===== src/rtl/dco_nco.sv =====
// Numerically controlled oscillator: phase accumulator driven by a tuning word that
// slews toward each new request in bounded steps.
module dco_nco #(
  parameter int unsigned      ACC_W     = 24,
  parameter logic [ACC_W-1:0] RESET_FCW = ACC_W'(24'h100000),
  parameter logic [ACC_W-1:0] MAX_STEP  = ACC_W'(24'h000400)
) (
  input  logic             clk160_i,
  input  logic             reset_i,
  input  logic             enable_i,
  input  logic [ACC_W-1:0] fcw_i,
  input  logic             fcw_valid_i,
  output logic             fcw_ready_o,
  output logic [ACC_W-1:0] fcw_o,
  output logic [ACC_W-1:0] phase_o,
  output logic             dco_o,
  output logic             tick_o,
  output logic             slewing_o
);

  localparam int unsigned EXT_W = ACC_W + 1;

  typedef enum logic {IDLE, SLEW} state_t;

  state_t               state_q, state_d;
  logic [ACC_W-1:0]     fcw_q, fcw_d;
  logic [ACC_W-1:0]     target_q, target_d;
  logic [ACC_W-1:0]     phase_q;
  logic                 ready_q, ready_d;
  logic                 slewing_q, slewing_d;
  logic                 tick_q;
  logic                 accept;
  logic signed [ACC_W:0] req_diff, slew_diff;
  logic [EXT_W-1:0]     req_dist, slew_dist, step_ext;
  logic [EXT_W-1:0]     phase_sum;

  // Distances kept one bit wider and signed so neither direction can wrap.
  always_comb begin
    step_ext  = {1'b0, MAX_STEP};
    req_diff  = $signed({1'b0, fcw_i})    - $signed({1'b0, fcw_q});
    slew_diff = $signed({1'b0, target_q}) - $signed({1'b0, fcw_q});
    req_dist  = req_diff[ACC_W]  ? $unsigned(-req_diff)  : $unsigned(req_diff);
    slew_dist = slew_diff[ACC_W] ? $unsigned(-slew_diff) : $unsigned(slew_diff);
    phase_sum = {1'b0, phase_q} + {1'b0, fcw_q};
  end

  // Next-state and tuning-word update.
  always_comb begin
    state_d  = state_q;
    fcw_d    = fcw_q;
    target_d = target_q;
    accept   = fcw_valid_i && ready_q;
    case (state_q)
      IDLE: begin
        if (accept) begin
          target_d = fcw_i;
          if (req_dist <= step_ext) fcw_d = fcw_i;
          else                      state_d = SLEW;
        end
      end
      SLEW: begin
        if (slew_dist <= step_ext) begin
          fcw_d   = target_q;
          state_d = IDLE;
        end else if (slew_diff[ACC_W]) begin
          fcw_d = fcw_q - MAX_STEP;
        end else begin
          fcw_d = fcw_q + MAX_STEP;
        end
      end
    endcase
    ready_d   = (state_d == IDLE);
    slewing_d = (state_d == SLEW);
  end

  always_ff @(posedge clk160_i) begin
    if (reset_i) begin
      state_q   <= IDLE;
      fcw_q     <= RESET_FCW;
      target_q  <= RESET_FCW;
      ready_q   <= 1'b0;
      slewing_q <= 1'b0;
    end else begin
      state_q   <= state_d;
      fcw_q     <= fcw_d;
      target_q  <= target_d;
      ready_q   <= ready_d;
      slewing_q <= slewing_d;
    end
  end

  // Phase accumulator; the carry out of the sum becomes the wrap tick.
  always_ff @(posedge clk160_i) begin
    if (reset_i) begin
      phase_q <= '0;
      tick_q  <= 1'b0;
    end else if (enable_i) begin
      phase_q <= phase_sum[ACC_W-1:0];
      tick_q  <= phase_sum[ACC_W];
    end else begin
      tick_q  <= 1'b0;
    end
  end

  assign fcw_ready_o = ready_q;
  assign fcw_o       = fcw_q;
  assign phase_o     = phase_q;
  assign dco_o       = phase_q[ACC_W-1];
  assign tick_o      = tick_q;
  assign slewing_o   = slewing_q;

endmodule


===== config.mk =====
export PLATFORM = sky130hd
export DESIGN_NAME = dco_nco
export DESIGN_NICKNAME = d
export VERILOG_FILES = /design/src/rtl/dco_nco.sv
export SDC_FILE = /design/constraint.sdc
export NUM_CORES = 1
export LEC_CHECK = 0
export ABC_CLOCK_PERIOD_IN_PS = 12050
export CAP_MARGIN = 10
export CORE_MARGIN = 1.5
export CORE_UTILIZATION = 60
export DETAILED_ROUTE_END_ITERATION = 12
export PLACE_DENSITY_LB_ADDON = 0.15
export SLEW_MARGIN = 20
export SYNTH_ARGS = -nofsm -noshare
export SYNTH_HDL_FRONTEND = slang
export SYNTH_SLANG_ARGS = --single-unit

===== constraint.sdc =====
create_clock -name clk160_i -period 12.05 [get_ports clk160_i]
set_clock_uncertainty 0.15 [all_clocks]
set_input_delay 3.615 -clock clk160_i [delete_from_list [all_inputs] [get_ports clk160_i]]
set_output_delay 3.615 -clock clk160_i [all_outputs]
set_load 0.01 [all_outputs]

==> results.yml, run 1 <==
min_path:
  whs_endpoint: "target_q[13]"
  hold_class: "flip-flop to flip-flop"
  whs_path_depth: 2
  hp-start: "target_q[13]"
cts:
  h-tree-depth: 3
  cts_tree: "built"
  postCtsHoldBufs: 0
  cts_buffers: 9
  cts_sinks: 75
  cts_resized: 0
  postCtsSetupBuffers: 0
  cts_root_buf: "clkbuf_16"
  clk_pin_slew_worst_paths_ps: 60
  clockBufferDepth: 2
  insertion_delay_ps: 350
drt:
  drc: 0
  viasPerCell: 6.48
  drt_pass1_iterations: 8
  dr_total_vias: 9226
  antenna_left: 0
  drtIter0Drc: 769
  finalWirelength_um: 25900
  wl_per_cell_um: 18.2
timing:
  finalCritPeriodShare: 0.758
  slew_headroom: 0.265
  maxSlewViolCount: 0
  rsz0062_at_grt: "no"
  max_freq_mhz: 109
  period_needed_ps: 9130
  hold_viol: 0
  setup_tns_ps: 0
  finalSetupViolCount: 0
  tightest_slew_ps: 1100
synthesis:
  synth_edf_count: 0
  netlist_area_sq_mm: 0.00887
  syn_inst: 1187
  syn-num-nets: 1304
  ys_warn_count: 0
  synthFlopType: "dfxtp_1"
  synth.yosys.seq_area_share: 0.169
  yosysUniqueCellTypes: 83
  avgSynthCellArea_sq_um: 7.47
  ys_seq_elements: 75
  async_flop_share: 0
layout:
  layout_common_cells: "a21oi_1, nand2_1, nor2_1"
  final_common_cell: "a21oi_1"
  stdcell_count: 1424
  area_delta_synth_final_pct: 13.2
  nets: 1352
  seq_area_sq_mm: 0.00150
  drive_gt1_frac: 0.0419
  multi_input_area_sq_mm: 0.00689
  fill_cells: 1281
  antennaDiodeCount: 0
critical_path:
  critPathMaxStageDelay_ps: 840
  crit_cells: 17
  cp.required_ps: 12130
  r2r-start: "fcw_o[0]"
  crit_path_end_kind: "flip-flop"
  reg2reg_to: "fcw_o[23]"
  path_cells: "clkdlybuf4s50_1, inv_1, ha_1, fa_1, nor2b_1, o22ai_1, xnor2_1, a211oi_1, o2111ai_1, nand4b_1, nor4_1, a211o_1, or4b_1, nor4b_4, and2_1, a21oi_1, o221a_1"
  start_kind: "input pin"
  arrival_ps: 9220
  crit_type: "input pin to flip-flop"
  cp_max_fo: 10
  r2r_cells: 24
  cpMaxStageDelayCell: "nor4b_4"
  rrSetupSlack_ps: 4740
  crit_family: "simple AND/OR/NAND/NOR gates"
  critPathBufInv: 2
floorplanning:
  core-area_sq_mm: 0.0145
  core.rowCount: 44
  initial_core_util: 0.612
  dieArea_sq_mm: 0.0155
  io_pins: 80
  die_x_um: 125
  fp.dieH_um: 125
pwr:
  pwr-share-clk: 0.220
  pwr-share-comb: 0.572
  p_int_uw: 774
  powerDensity_mw_per_mm2: 137
  seqPwrFrac: 0.208
  power.switching_uw: 597
  switching_share: 0.436
  power.leakage_uw: 0.00411
  peakVddDrop_uv: 78.9
placement:
  dp_cells: 1408
  routabilityCongestion: 0.917
  dp_hpwl_um: 20000
  portBuffers: 79
run_status:
  status: "finished, final reports clean"
grt:
  grt_max_degree: 85
  grt_overflow: 0
  antenna_found_initial: 0
  grt_pass1_vias: 8492
  grt_pass1_wl_um: 42500
  grt_usage: 0.332
flow_run:
  maxCapViolCount: 0
## power groups by stage
| stage | Sequential [uW] | Combinational, uW | Clock, uW |
|---|---|---|---|
| floorplan | 287 | 587 | 0 |
| global placement | 289 | 756 | 0 |
| detailed placement | 289 | 763 | 0 |
| CTS | 284 | 771 | 307 |
| global route | 287 | 867 | 315 |
| finish | 284 | 784 | 302 |
## synth_stat cells (all sizes together), types with 17 or more instances
cell type	number	area (sq um)
a211oi	17	138
nor2	95	364
nand2	109	409
xnor2	45	394
a21oi	113	566
dfxtp	75	1500
mux2i	41	410
xor2	24	210
ha	85	1060
nand3	33	165
nor3	36	180
and2	17	106
o21ai	57	289
inv	71	267
nand2b	19	121
a21o	33	248
clkbuf	34	128
## through the flow
stage | setup WS (ps) | total power, uW | hold slack, ps | area [sq um] | util
after floorplan | 4170 | 873 | 298 | 8870 | -
after global placement | 2730 | 1040 | 312 | 9710 | 0.671
after detailed placement | 2640 | 1050 | 317 | 9710 | 0.671
after CTS | 2980 | 1360 | 326 | 10000 | 0.693
after global routing | 2490 | 1470 | 345 | 10000 | 0.693
final | 2920 | 1370 | 331 | 10000 | 0.693
## logic make-up (layout without fill, tap and decap cells)
logic type,after synthesis,count (layout),share of synthesized area
adder cells (fa/ha/maj),89,89,0.129
AO/OA/AOI/OAI,374,374,0.287
buffers and inverters,119,172,0.0541
multiplexers,46,46,0.0526
flip-flops,75,75,0.169
XOR/XNOR,69,69,0.0682
AND/OR/NAND/NOR,415,415,0.240
## flip-flops by register name (all words and copies together) (netlist names)
register and flops:
fcw_o 24, phase_o 24, tick_o 1, fcw_ready_o 1, target_q 24, slewing_o 1
## worst register-to-register path, delay by kind of cell (launching register included)
family	cells	cell delay (ps)
simple gates	3	870
buf+inv	1	490
fa+ha+maj	3	1090
compound gates	15	4050
mux	1	90
xor+xnor	1	130
flops	1	370
## worst max-delay path by stage
stage,start,endpoint
after detailed placement,fcw_i[0],fcw_o[4]
after global routing,fcw_i[0],fcw_o[4]
after global placement,fcw_i[0],fcw_o[0]
after floorplan,fcw_i[4],fcw_o[1]
final,fcw_i[0],fcw_o[4]
after CTS,fcw_i[0],fcw_o[4]
## per-layer routing
layer / wire length, um / global-route usage
met5: 0 / 0
met4: 694 / 0.118
met3: 1690 / 0.0567
met2: 11600 / 0.536
met1: 12000 / 0.448
## cell type report
class                   instances  area share
flip-flops and latches         75       0.150
well taps                     184      0.0229
repair buffers                 85      0.0828
clock buffers                  11      0.0242
clock inverters                 5     0.00823
inverters                      71      0.0265
multi-input cells             993       0.686
Power figures use the tool's default switching activity.
==> inputs of run 2 (changes only) <==
Settings changed: ABC_CLOCK_PERIOD_IN_PS 12050 to 7960, CORE_UTILIZATION 60 to 54.
Clock period 12.05 ns to 7.96 ns, I/O delays scaled along.
==> run 2 against run 1 <==
Effect of this change:
- cell count up 2.3%
- critical endpoint is now fcw_o[0]
- worst hold slack worse by 3.4 ps
- non-clock buffer count up 1
- flip-flop and latch count unchanged
- global-route usage down 3.9 points
- final area up 0.25%
- via count down 1.4%
- first-iteration DRC count down 21%
- sequential power up 51%
- die area up 11%
==> results.yml, run 2 (synthesized netlist as in run 1, its figures left out) <==
critical_path:
  reg2reg_to: "fcw_o[23]"
  r2r-start: "fcw_o[0]"
  cp_max_fo: 15
  cpMaxStageDelayCell: "or4b_1"
  critPathMaxStageDelay_ps: 480
  cp.required_ps: 8050
  r2r_cells: 25
  critPathBufInv: 3
  start_kind: "input pin"
  crit_path_end_kind: "flip-flop"
  path_cells: "clkdlybuf4s50_1, inv_1, ha_1, fa_1, nor2b_1, o22ai_1, xnor2_1, a211oi_1, o2111ai_1, nand4b_1, nor4_1, a211o_1, or4b_1, nor4b_4, buf_12, and2_1, a21oi_1, o221a_1"
  rrSetupSlack_ps: 1380
  crit_cells: 18
  crit_family: "simple AND/OR/NAND/NOR gates"
  arrival_ps: 7570
  crit_type: "input pin to flip-flop"
cts:
  clockBufferDepth: 2
  postCtsHoldBufs: 0
  cts_sinks: 75
  h-tree-depth: 3
  insertion_delay_ps: 350
  cts_resized: 0
  postCtsSetupBuffers: 0
  clk_pin_slew_worst_paths_ps: 60
  cts_tree: "built"
  cts_root_buf: "clkbuf_16"
  cts_buffers: 9
placement:
  routabilityCongestion: 0.924
  portBuffers: 79
  dp_hpwl_um: 19800
  dp_cells: 1441
floorplanning:
  dieArea_sq_mm: 0.0172
  io_pins: 80
  core.rowCount: 46
  die_x_um: 131
  core-area_sq_mm: 0.0159
  initial_core_util: 0.556
  fp.dieH_um: 131
pwr:
  powerDensity_mw_per_mm2: 199
  peakVddDrop_uv: 118
  power.leakage_uw: 0.00410
  finalPower_uw: 2010
drt:
  drt_pass1_iterations: 5
  drc: 0
  dr_total_vias: 9097
  wl_per_cell_um: 17.6
  viasPerCell: 6.24
  drtIter0Drc: 608
  finalWirelength_um: 25600
  antenna_left: 0
layout:
  nets: 1353
  final_common_cell: "a21oi_1"
  area_delta_synth_final_pct: 13.5
  fill_cells: 1518
  drive_gt1_frac: 0.0443
  fin_util: 0.631
  multi_input_area_sq_mm: 0.00689
  stdcell_count: 1457
  antennaDiodeCount: 0
  layout_common_cells: "a21oi_1, nand2_1, nor2_1"
  seq_area_sq_mm: 0.00150
min_path:
  whs_endpoint: "target_q[14]"
  hold_class: "flip-flop to flip-flop"
  hp-start: "target_q[14]"
  whs_path_depth: 2
timing:
  tightest_slew_ps: 1110
  hold_viol: 0
  slew_headroom: 0.257
  finalSetupViolCount: 0
  max_freq_mhz: 134
  maxSlewViolCount: 0
  setup_tns_ps: 0
  rsz0062_at_grt: "no"
  finalCritPeriodShare: 0.940
  period_needed_ps: 7480
grt:
  grtUsageMet3: 0.0347
  grt_pass1_vias: 8438
  grt_pass1_wl_um: 41700
  busiest_layer: "met2"
  grt_max_degree: 50
  grt_overflow: 0
  grtUsageMet2: 0.470
  grt_use_met1: 0.409
  grt_usage: 0.293
  antenna_found_initial: 0
run_status:
  status: "finished, final reports clean"
flow_run:
  maxCapViolCount: 0
==> run 2: changes by cell type in the layout (fill, tap and decap cells not counted), sizes merged <==
| cell | previous run | this run |
|---|---|---|
| clkinvlp | 0 | 1 |
| buf | 7 | 8 |
| inv | 73 | 72 |
| clkinv | 1 | 3 |
| bufinv | 2 | 0 |
==> run 2: worst max-delay path by stage <==
stage,start,end,slack (ps)
detailed placement,fcw_i[0],fcw_o[6],290
finish,fcw_i[0],fcw_o[0],480
global placement,fcw_i[0],fcw_o[0],370
CTS,fcw_i[0],fcw_o[3],650
global route,fcw_i[0],fcw_o[6],130
floorplan,fcw_i[4],fcw_o[1],1300
==> run 2: power breakdown <==
part / switching (uW) / internal [uW] / total (uW)
registers: 30.6 / 399 / 430
logic: 689 / 489 / 1180
clock network: 170 / 229 / 399
total: 890 / 1120 / 2010
==> run 2: per-stage QoR <==
step	instance area, sq um	setup WS (ps)	hold WS [ps]
floorplan	8870	1300	298
global placement	9770	373	312
detailed placement	9770	289	318
CTS	10100	648	327
global route	10100	130	343
finish	10100	480	327
==> run 2: cell type report <==
class,count,share of cell area
tap,216,0.0269
inverter,71,0.0265
clock buffer,11,0.0251
timing repair buffer,86,0.0845
clock inverter,5,0.00348
multi-input combinational,993,0.684
sequential,75,0.149
==> run 2: worst min-delay path, cell delays in order (launching register included) <==
cell,delay (ps)
dfxtp_1,320
nand2_1,60
a21oi_1,50
==> run 2: metal layers <==
metal | vias up | part of all wire
met5 | - | 0
met4 | 0 | 0.022
met3 | 39 | 0.061
met2 | 296 | 0.44
met1 | 4270 | 0.47
li1 | 4492 | -
